**src/rtl/fir_tap_pkg.sv**
```systemverilog
// fir_tap_pkg: shared FSM encoding, frame geometry helpers and burst address packing
package fir_tap_pkg;

    typedef enum logic [2:0] {
        S_IDLE, S_WAIT_RDY, S_CMD, S_ACK, S_STREAM, S_PAD, S_FLUSH, S_DONE
    } state_e;

    function automatic int frame_words(input int burst_len, input int mem_bits, input int data_w);
        return burst_len * mem_bits / data_w;
    endfunction

    // One spare bit so the counter can hold FRAME_WORDS itself without wrapping
    function automatic int cnt_width(input int fw);
        return $clog2(fw) + 1;
    endfunction

    function automatic logic [31:0] pack_addr(input logic [15:0] line);
        return {16'd0, line};
    endfunction

endpackage

```
**src/rtl/fir_tap_vin_frame_gen.sv**
```systemverilog
// fir_tap_vin_frame_gen: turns a host tap stream into one zero-padded DDR burst frame
// framed by wr_cmd, with a handshake against the downstream buffer's idle flag.
module fir_tap_vin_frame_gen
    import fir_tap_pkg::*;
#(
    parameter int DATA_WIDTH    = 32,
    parameter int MEM_DATA_BITS = 256,
    parameter int BURST_LEN     = 128,
    parameter int ACK_TIMEOUT   = 64,
    localparam int FW           = frame_words(BURST_LEN, MEM_DATA_BITS, DATA_WIDTH),
    localparam int CNT_W        = cnt_width(FW)
) (
    input  logic                  ddr_clk_i,
    input  logic                  ddr_rst_i,
    input  logic                  tap_start_i,
    input  logic [15:0]           tap_line_i,
    input  logic [CNT_W-1:0]      tap_num_i,
    input  logic                  tap_vld_i,
    input  logic [DATA_WIDTH-1:0] tap_data_i,
    output logic                  tap_ready_o,
    input  logic                  ddr_fifo_full_i,
    input  logic                  ddr_wr_idle_i,
    output logic                  fir_tap_vld_o,
    output logic [DATA_WIDTH-1:0] fir_tap_data_o,
    output logic                  fir_tap_wr_cmd_o,
    output logic [31:0]           fir_tap_wr_addr_o,
    output logic                  busy_o,
    output logic                  frame_done_o,
    output logic [1:0]            err_o
);

    localparam int TMR_W = $clog2(ACK_TIMEOUT + 1);

    state_e                state_q;
    logic [15:0]           line_q;
    logic [CNT_W-1:0]      num_q, num_d, cnt_q, cnt_d;
    logic [TMR_W-1:0]      timer_q;
    logic                  wr_cmd_q, vld_q, done_q;
    logic [DATA_WIDTH-1:0] data_q;
    logic [1:0]            err_q;
    logic                  accept;

    // Zero or oversize requests take a full frame from the source with no padding
    assign num_d  = (tap_num_i == '0 || tap_num_i > CNT_W'(FW)) ? CNT_W'(FW) : tap_num_i;
    assign cnt_d  = cnt_q + CNT_W'(1);
    assign accept = tap_vld_i && tap_ready_o;

    assign tap_ready_o       = (state_q == S_STREAM) && (cnt_q < num_q);
    assign fir_tap_vld_o     = vld_q;
    assign fir_tap_data_o    = data_q;
    assign fir_tap_wr_cmd_o  = wr_cmd_q;
    assign fir_tap_wr_addr_o = pack_addr(line_q);
    assign busy_o            = state_q != S_IDLE;
    assign frame_done_o      = done_q;
    assign err_o             = err_q;

    always_ff @(posedge ddr_clk_i) begin
        if (ddr_rst_i) begin
            state_q  <= S_IDLE;
            line_q   <= '0;
            num_q    <= '0;
            cnt_q    <= '0;
            timer_q  <= '0;
            wr_cmd_q <= 1'b0;
            vld_q    <= 1'b0;
            data_q   <= '0;
            done_q   <= 1'b0;
            err_q    <= '0;
        end else begin
            vld_q  <= 1'b0;
            done_q <= 1'b0;
            if (tap_start_i && state_q != S_IDLE)
                err_q[0] <= 1'b1;
            case (state_q)
                S_IDLE: if (tap_start_i) begin
                    line_q  <= tap_line_i;
                    num_q   <= num_d;
                    state_q <= S_WAIT_RDY;
                end
                S_WAIT_RDY: if (ddr_wr_idle_i && !ddr_fifo_full_i)
                    state_q <= S_CMD;
                S_CMD: begin
                    wr_cmd_q <= 1'b1;
                    timer_q  <= '0;
                    cnt_q    <= '0;
                    state_q  <= S_ACK;
                end
                S_ACK: if (!ddr_wr_idle_i) begin
                    state_q <= S_STREAM;
                end else if (timer_q == TMR_W'(ACK_TIMEOUT - 1)) begin
                    wr_cmd_q <= 1'b0;
                    err_q[1] <= 1'b1;
                    state_q  <= S_IDLE;
                end else begin
                    timer_q <= timer_q + TMR_W'(1);
                end
                S_STREAM: if (accept) begin
                    vld_q  <= 1'b1;
                    data_q <= tap_data_i;
                    cnt_q  <= cnt_d;
                    if (cnt_d == num_q)
                        state_q <= (num_q < CNT_W'(FW)) ? S_PAD : S_FLUSH;
                end
                // Padding never stalls: the buffer only drains once the whole frame is in
                S_PAD: begin
                    vld_q  <= 1'b1;
                    data_q <= '0;
                    cnt_q  <= cnt_d;
                    if (cnt_d == CNT_W'(FW))
                        state_q <= S_FLUSH;
                end
                S_FLUSH: begin
                    wr_cmd_q <= 1'b0;
                    if (ddr_wr_idle_i) begin
                        done_q  <= 1'b1;
                        state_q <= S_DONE;
                    end
                end
                S_DONE: state_q <= S_IDLE;
                default: state_q <= S_IDLE;
            endcase
        end
    end

endmodule
```
**config.mk**
```make
export PLATFORM = sky130hd
export DESIGN_NAME = fir_tap_vin_frame_gen
export DESIGN_NICKNAME = d
export VERILOG_FILES = /design/src/rtl/fir_tap_pkg.sv /design/src/rtl/fir_tap_vin_frame_gen.sv
export SDC_FILE = /design/constraint.sdc
export NUM_CORES = 1
export LEC_CHECK = 0
export BUFFER_PORTS_ARGS = -buffer_cell sky130_fd_sc_hd__buf_2
export CAP_MARGIN = 20
export CORE_MARGIN = 2
export CORE_UTILIZATION = 35
export DETAILED_ROUTE_END_ITERATION = 10
export GPL_TIMING_DRIVEN = 0
export PLACE_DENSITY = 0.6
export SETUP_SLACK_MARGIN = 0.05
export SLEW_MARGIN = 20
export SYNTH_ARGS = -nofsm -noshare
export SYNTH_HDL_FRONTEND = slang
export SYNTH_SLANG_ARGS = --single-unit
export TNS_END_PERCENT = 30
```
**constraint.sdc**
```tcl
create_clock -name ddr_clk_i -period 2.1 [get_ports ddr_clk_i]
set_clock_uncertainty 0.2 [all_clocks]
set_input_delay 0.105 -clock ddr_clk_i [delete_from_list [all_inputs] [get_ports ddr_clk_i]]
set_output_delay 0.105 -clock ddr_clk_i [all_outputs]
set_load 0.1 [all_outputs]
```
== Word level (Yosys, flattened, before mapping) ==
Index checks and enable logic that the tools add are counted.
W data, S select, Z words.
Word-level totals
  register bits after elaboration: 85
  input port bits: 65
  output and inout port bits: 71
  logic and storage cells: 82
Cells by class
  $add $sub $neg: 2
  order comparisons: 3
  equality and inequality tests: 20
  muxes and demuxes: 24
  bitwise operators: 1
  reductions and logical operators: 21
Operator list (number)
  $pmux W32 S2: 1
  $pmux W11 S3: 1
  $mux W32: 1
  $mux W3: 8
  $pmux W3 S8: 1
  $mux W11: 2
  $ne A2 B2 Y1 const B: 8
  $mux W7: 2
  $pmux W7 S2: 1
  $eq A3 B3 Y1 const B: 4
  $add A11 B1 Y11 const B: 1
  $eq A11 B11 Y1: 1
  $eq A11 B11 Y1 const B: 1
  $gt A11 B11 Y1 const B: 1
  $logic_not A11 Y1: 1
  $lt A11 B11 Y1: 1
  $lt A11 B11 Y1 const B: 1
  $reduce_and A3 Y1: 3
  $reduce_bool A3 Y1: 3
  $add A7 B1 Y7 const B: 1
  $eq A7 B6 Y1 const B: 1
  $reduce_and A7 Y1: 1
  $eq A3 B2 Y1 const B: 2
  $reduce_and A2 Y1: 3
  other kinds (14): 21

== Longest topological paths before layout ==
Gate-level depths: netlist of the first run.
  word-level depth: 5
  mapped depth: 10

== Worst setup path before layout of the first run ==
Ideal clock, no wire load.
  path type: reg-to-reg
  start point: register state_q[0]
  end point: register line_q[10]
  arrival: 2.112 ns
  required time: 1.768 ns
  path slack: -0.344 ns
  cell stages (with the launch flop): 8
  buffers on the path: 3
  clock period less this slack: 2.444 ns
  cell sequence: dfxtp_1 buf_6 or3_1 or2_1 clkbuf_1 clkbuf_1 nand2_1 a21oi_1
Between the ends
  cells in the longest elaborated chain, start to end: 2
RTL lines
  start: declaration: line fir_tap_vin_frame_gen.sv:34  | state_e state_q;
  start signal: assignment: line fir_tap_vin_frame_gen.sv:102  | state_q <= (num_q < CNT_W'(FW)) ? S_PAD : S_FLUSH;
  $logic_not A3 Y1: line fir_tap_vin_frame_gen.sv:74  | case (state_q)
  $reduce_and A2 Y1 (no line)
  end signal: assignment: line fir_tap_vin_frame_gen.sv:76  | line_q <= tap_line_i;
  end: declaration: line fir_tap_vin_frame_gen.sv:35  | logic [15:0] line_q;
No other way between the ends.
A chain may end at the register's enable or synchronous reset.

== Final worst setup path of the first run ==
  start point: register cnt_q[6]
  end point: register cnt_q[3]
Between the ends
  cells in the longest elaborated chain, start to end: 5
RTL lines
  start: declaration: line fir_tap_vin_frame_gen.sv:36  | logic [CNT_W-1:0] num_q, num_d, cnt_q, cnt_d;
  start signal: assignment: line fir_tap_vin_frame_gen.sv:100  | cnt_q <= cnt_d;
  start signal: assignment: line fir_tap_vin_frame_gen.sv:108  | cnt_q <= cnt_d;
  $lt A11 B11 Y1: line fir_tap_vin_frame_gen.sv:48  | assign tap_ready_o = (state_q == S_STREAM) && (cnt_q < num_q);
  $logic_and A1 B1 Y1: line fir_tap_vin_frame_gen.sv:48
  $logic_and A1 B1 Y1: line fir_tap_vin_frame_gen.sv:46  | assign accept = tap_vld_i && tap_ready_o;
  $ne A2 B2 Y1 (no line)
  $reduce_and A2 Y1 (no line)
No other way between the ends.

==> flow_metrics.env, run 1 <==
export IMPL_status="finished, violations left"
export IMPL_violations="setup timing"
export IMPL_finalInstanceArea_um2=6950
export IMPL_maxCapViolCount=0
export IMPL_wl_per_cell_um=15.4
export IMPL_worst_path_max_delay_cell="dfxtp_4"
export IMPL_die_area_um2=12900
export IMPL_yosysWarnings=0
export IMPL_cp_arrival_ns=2.33
export IMPL_rows=39
export IMPL_cp_startpoint="cnt_q[6]"
export IMPL_place_congestion=0.883
export IMPL_ir_worst_vdd_mv=0.935
export IMPL_synth_most_common_cell="nand2_1"
export IMPL_whs_ns=0.106
export IMPL_synth_top_area_share=0.406
export IMPL_cts_sinks=85
export IMPL_seqCellArea_um2=1760
export IMPL_place_ws_ns=-0.417
export IMPL_tns_ns=-1.80
export IMPL_synthesis_area_um2=4190
export IMPL_synth_cells=529
export IMPL_worst_slew_pin_slew_ns=0.655
export IMPL_areaGrowthSynthToFinish_pct=65.9
export IMPL_r2r_start="cnt_q[6]"
export IMPL_max_slew_margin=0.563
export IMPL_wl_mm=14.3
export IMPL_setup_slack_ns=-0.161
export IMPL_ys_top_cells_by_area="dfxtp_1, a21oi_1, nand2_1"
export IMPL_yosys_register_bits=85
export IMPL_cts_root_buffer="clkbuf_16"
export IMPL_n_fill_cell=949
export IMPL_hold_viol=0
export IMPL_path_buf_inv=2
export IMPL_power_density_nw_per_um2=816
export IMPL_ys_types=61
export IMPL_dpl_instance_area_um2=5060
export IMPL_path_clk_slew_ns=0.07
export IMPL_synth_common_cells="nand2_1, dfxtp_1, a21oi_1"
export IMPL_p_leak_nw=2.93
export IMPL_synth_edf_count=0
export IMPL_finalSetupViolations=16
export IMPL_crit_path_max_fanout=6
export IMPL_dp_hpwl_mm=8.87
export IMPL_path_class="reg2reg"
export IMPL_vias=4734
export IMPL_firstDrtPassIters=5
export IMPL_die_w_um=113
export IMPL_clockBufferDepth=2
export IMPL_synth_top_area_cell="dfxtp_1"
export IMPL_required_ns=2.17
export IMPL_grt_max_degree=15
export IMPL_hp_class="in2reg"
export IMPL_grt_pass1_wl_mm=22.3
export IMPL_cts_buffers_inserted=9
export IMPL_first_global_vias=4581
export IMPL_final_nets=863
export IMPL_drive_gt1_frac=0.416
export IMPL_hold_path_startpoint="tap_vld_i"
export IMPL_clock_latency_ns=0.34
export IMPL_dieHeight_um=113
export IMPL_cpLargestDelayFamily="compound AO/OA/AOI/OAI gates"
export IMPL_slowest_delay_ns=0.36
export IMPL_synth_async_sr_flop_share=0
export IMPL_rsz0062_at_grt="true"
export IMPL_drc=0
export IMPL_cts_tree="built"
export IMPL_drt_iter0_drc=267
export IMPL_avgSynthCellArea_um2=7.92
export IMPL_utilization=0.601
export IMPL_startpoint_type="register"
export IMPL_crit_chain="ha_4, a21oi_2, o21ai_4, o21ai_4, buf_6, a21oi_4, buf_6, or3_1, a21oi_2"
export IMPL_via_per_inst=5.07
export IMPL_track_usage=0.214
export IMPL_synth_ff_type="dfxtp_1"
export IMPL_ioPinCount=136
export IMPL_post_route_period_util=1.08
export IMPL_io_buffer_count=119
export IMPL_antenna_found_initial=0
export IMPL_initial_core_util=0.362
export IMPL_clock_fmax_mhz=442
export IMPL_core_area_um2=11600
export IMPL_fin_crit_ns=2.26
export IMPL_cts_max_level=3
export IMPL_overflow=0
export IMPL_finalMaxSlewViolations=0
export IMPL_ys_seq_area_frac=0.406
export IMPL_ant_nets=0
export IMPL_n_antenna_cell=0
export IMPL_end_kind="register"
export IMPL_multiInputGateArea_um2=2630
repair_timing:
item                                   CTS  global route
setup endpoints to repair               60            71
resized for setup                      111            61
cloned                                   2             0
setup buffers                           31            20
pin swaps                               35            22
endpoints found under the hold margin   66             0
hold buffers                            62             0
per-layer routing:
layer / vias up / wire (um) / global-route usage
li1: 2306 / - / -
met1: 2192 / 5890 / 0.268
met2: 199 / 7200 / 0.364
met3: 37 / 859 / 0.0388
met4: 0 / 386 / 0.0870
met5: - / 0 / 0
cell usage in the layout (no fill, tap or decap), types with 5 or more instances in the layout:
master,netlist,layout
a21oi_1,78,62
a21oi_2,1,14
a22oi_1,6,6
buf_2,10,120
buf_4,17,64
buf_6,2,16
clkbuf_1,18,8
clkbuf_16,0,10
conb_1,1,16
dfxtp_1,85,61
dfxtp_2,0,14
dfxtp_4,0,10
dlygate4sd3_1,0,62
ha_4,0,9
inv_1,17,9
inv_2,0,7
nand2_1,104,103
nand3_1,22,21
nand3b_1,11,11
nor2_1,38,34
nor2_2,1,5
o21ai_1,1,5
o21ai_2,0,7
or3_1,7,5
xnor2_1,12,8
xor2_1,7,7
kinds of logic (layout without fill, tap and decap cells):
family          Yosys count  in the layout  share of synthesized area
xor+xnor                 19             19                     0.0397
fa+ha+maj                13             13                     0.0388
compound gates          122            122                      0.170
mux                       3              3                    0.00717
simple gates            221            221                      0.257
other cells               1             16                   0.000895
flops                    85             85                      0.406
buf+inv                  65            311                     0.0801
layout make-up:
| type | count | area share |
|---|---|---|
| multi-input cells | 394 | 0.379 |
| flip-flops and latches | 85 | 0.253 |
| repair buffers | 232 | 0.237 |
| plain buffers | 46 | 0.0486 |
| clock buffers | 12 | 0.0400 |
| well taps | 143 | 0.0258 |
| inverters | 17 | 0.00955 |
| clock inverters | 4 | 0.00738 |
report_power, final:
part	switching [mW]	leakage [nW]	internal, mW
combinational	1.47	2.07	0.670
clock	0.666	0.160	1.06
sequential	0.0810	0.703	1.72
flip-flops by register name, indices dropped and copies added, names as in the netlist:
register	flops
fir_tap_vld_o	1
frame_done_o	1
err_o	2
line_q	16
cnt_q	11
num_q	11
state_q	3
fir_tap_data_o	32
timer_q	7
fir_tap_wr_cmd_o	1
worst register-to-register path, delay by kind of cell, from the launching register on:
kind / cells / cell delay (ns)
adder cells (fa/ha/maj): 1 / 0.25
flip-flops: 1 / 0.36
AND/OR/NAND/NOR: 1 / 0.32
AO/OA/AOI/OAI: 5 / 0.74
buffers and inverters: 2 / 0.31
through the flow:
| step | cells | total power, mW |
|---|---|---|
| after floorplan | 544 | 3.18 |
| after global routing | 933 | 5.90 |
| after CTS | 916 | 5.60 |
| after detailed placement | 806 | 3.52 |
| after global placement | 806 | 3.50 |
| final | 933 | 5.67 |
path summary, 6_finish.rpt:
| kind | cells after the start | slack (ns) | to |
|---|---|---|---|
| worst max-delay path | 9 | -0.16 | cnt_q[3] |
| worst min-delay path | 5 | 0.11 | fir_tap_data_o[3] |
| worst max register to register | 9 | -0.16 | cnt_q[3] |
| worst min register to register | 2 | 0.26 | line_q[0] |
Note: power is estimated with default switching activity, not from simulation.
==> run 2, diff against run 1 <==
--- a/config.mk
+++ b/config.mk
@@ -5,13 +5,14 @@
 export SDC_FILE = /design/constraint.sdc
 export NUM_CORES = 1
 export LEC_CHECK = 0
-export BUFFER_PORTS_ARGS = -buffer_cell sky130_fd_sc_hd__buf_2
 export CAP_MARGIN = 20
 export CORE_MARGIN = 2
 export CORE_UTILIZATION = 35
 export DETAILED_ROUTE_END_ITERATION = 10
+export DONT_BUFFER_PORTS = 1
 export GPL_TIMING_DRIVEN = 0
-export PLACE_DENSITY = 0.6
+export HOLD_SLACK_MARGIN = 0.15
+export PLACE_DENSITY = 0.5
 export SETUP_SLACK_MARGIN = 0.05
 export SLEW_MARGIN = 20
 export SYNTH_ARGS = -nofsm -noshare
==> run 2 against run 1 <==
Against the previous run:
- the run still ends with setup timing left
- utilization down 4.3 points
- count of clock-buffer cells in the layout increased by 1
- critical path depth down 1
- clock power down 13%
- flip-flop and latch count is the same
- critical path type unchanged
- via count shrank 11%
- die area unchanged
- largest power group is now registers
- sequential share of layout area increased by 1.8 points
==> flow_metrics.env, run 2 (synthesized netlist as in run 1, its figures left out) <==
export IMPL_status="finished, violations left"
export IMPL_violations="setup timing"
export IMPL_ir_worst_vdd_mv=0.573
export IMPL_dpl_cell_count=687
export IMPL_clock_fmax_mhz=439
export IMPL_worst_slew_pin_slew_ns=1.05
export IMPL_hold_buffers=63
export IMPL_hold_viol=0
export IMPL_finalMaxSlewViolations=0
export IMPL_drive_gt1_frac=0.346
export IMPL_totalPowerFinal_mw=5.48
export IMPL_setup_slack_ns=-0.176
export IMPL_cts_buffers_inserted=9
export IMPL_die_area_um2=12900
export IMPL_final_cell_mix="nand2_1, dlygate4sd3_1, dfxtp_1, a21oi_1, buf_4"
export IMPL_wl_per_cell_um=17.0
export IMPL_fin_crit_ns=2.28
export IMPL_drt_iter0_drc=167
export IMPL_grt_max_degree=14
export IMPL_end_kind="register"
export IMPL_hp_class="in2reg"
export IMPL_clockBufferDepth=2
export IMPL_cp_arrival_ns=2.31
export IMPL_initial_core_util=0.362
export IMPL_firstDrtPassIters=5
export IMPL_post_route_period_util=1.08
export IMPL_p_leak_nw=2.44
export IMPL_dp_hpwl_mm=8.72
export IMPL_final_nets=732
export IMPL_place_congestion=0.842
export IMPL_max_slew_margin=0.298
export IMPL_layout_commonest_cell="nand2_1"
export IMPL_n_antenna_cell=0
export IMPL_path_clk_slew_ns=0.06
export IMPL_drc=0
export IMPL_fin_cells=802
export IMPL_vias=4220
export IMPL_startpoint_type="register"
export IMPL_cts_tree="built"
export IMPL_core_area_um2=11600
export IMPL_tns_ns=-1.70
export IMPL_worst_path_max_delay_cell="dfxtp_4"
export IMPL_ant_nets=0
export IMPL_clock_latency_ns=0.34
export IMPL_utilization=0.558
export IMPL_grt_pass1_wl_mm=20.7
export IMPL_power_density_nw_per_um2=850
export IMPL_antenna_found_initial=0
export IMPL_crit_chain="ha_4, xor2_1, nor2_1, o21ai_1, a221o_1, o311ai_4, a211oi_2, a31o_1"
export IMPL_via_per_inst=5.26
export IMPL_cts_root_buffer="clkbuf_16"
export IMPL_overflow=0
export IMPL_ioPinCount=136
export IMPL_largest_reg_flops=32
export IMPL_maxCapViolCount=0
export IMPL_track_usage=0.204
export IMPL_areaGrowthSynthToFinish_pct=54.0
export IMPL_finalInstanceArea_um2=6450
export IMPL_dpl_instance_area_um2=4470
export IMPL_slowest_delay_ns=0.40
export IMPL_io_buffer_count=0
export IMPL_path_class="reg2reg"
export IMPL_rsz0062_at_grt="true"
export IMPL_required_ns=2.14
export IMPL_first_global_vias=4086
export IMPL_rows=39
export IMPL_cts_sinks=85
export IMPL_die_w_um=113
export IMPL_cts_max_level=3
export IMPL_wl_mm=13.7
export IMPL_dieHeight_um=113
export IMPL_finalSetupViolations=32
export IMPL_crit_path_max_fanout=5
## run 2: cell types whose count changed in the layout (fill, tap and decap cells not counted), moves of 4 or more
cell / previous run / this run
buf_2: 120 / 2
buf_4: 64 / 43
nand2_1: 103 / 84
a21oi_2: 14 / 28
a21oi_1: 62 / 50
nand2_4: 0 / 11
nand2_2: 1 / 9
buf_8: 1 / 8
buf_6: 16 / 12
## run 2: stage by stage
step                      hold WS [ns]  worst slack (ns)
after floorplan                 0.0324           0.00132
after global placement          0.0433            -0.467
after detailed placement        0.0481            -0.451
after CTS                       0.0714            -0.163
after global routing             0.120            -0.250
final                            0.100            -0.176
## run 2: routing by layer
layer,GRT usage,part of all wire,up-vias
li1,-,-,2050
met5,0,0,-
met1,0.251,0.42,2008
met4,0.0667,0.019,0
met3,0.0632,0.067,21
met2,0.341,0.50,141
## run 2: path summary, 6_finish.rpt
path | from | to | slack (ns) | cells past startpoint
max | cnt_q[0] | state_q[0] | -0.18 | 8
min | tap_vld_i | fir_tap_data_o[2] | 0.10 | 5
max reg2reg | cnt_q[0] | state_q[0] | -0.18 | 8
min reg2reg | num_q[8] | num_q[8] | 0.27 | 2
## run 2: critical path, delay by kind of cell (launching register included)
kind                       cells  cell delay, ns
adders and majority gates      1            0.21
DFF                            1            0.40
AOI/OAI and AO/OA              5            1.09
and+or+nand+nor                1            0.13
xor gates and xnor gates       1            0.13
## run 2: layout make-up
class	count	area, um2
clock inverter	3	18.8
timing repair buffer	102	1040
buffer	45	377
fill	1000	5110
sequential	85	1750
multi-input combinational	394	2760
tap	143	179
inverter	17	68.8
clock buffer	13	260
## run 2: repair_timing
item                                   in CTS  in global routing
cloned                                      4                  3
pin swaps                                  42                 73
endpoints found under the hold margin      74                  2
buffers inserted                           20                 14
gates resized for setup                   110                113
setup endpoints to repair                  81                 82
## run 2: power breakdown
part | internal (mW) | leakage [nW] | switching, mW
Combinational | 0.689 | 1.60 | 0.950
Clock | 0.867 | 0.140 | 0.645
Sequential | 1.73 | 0.702 | 0.608
Total | 3.28 | 2.44 | 2.20
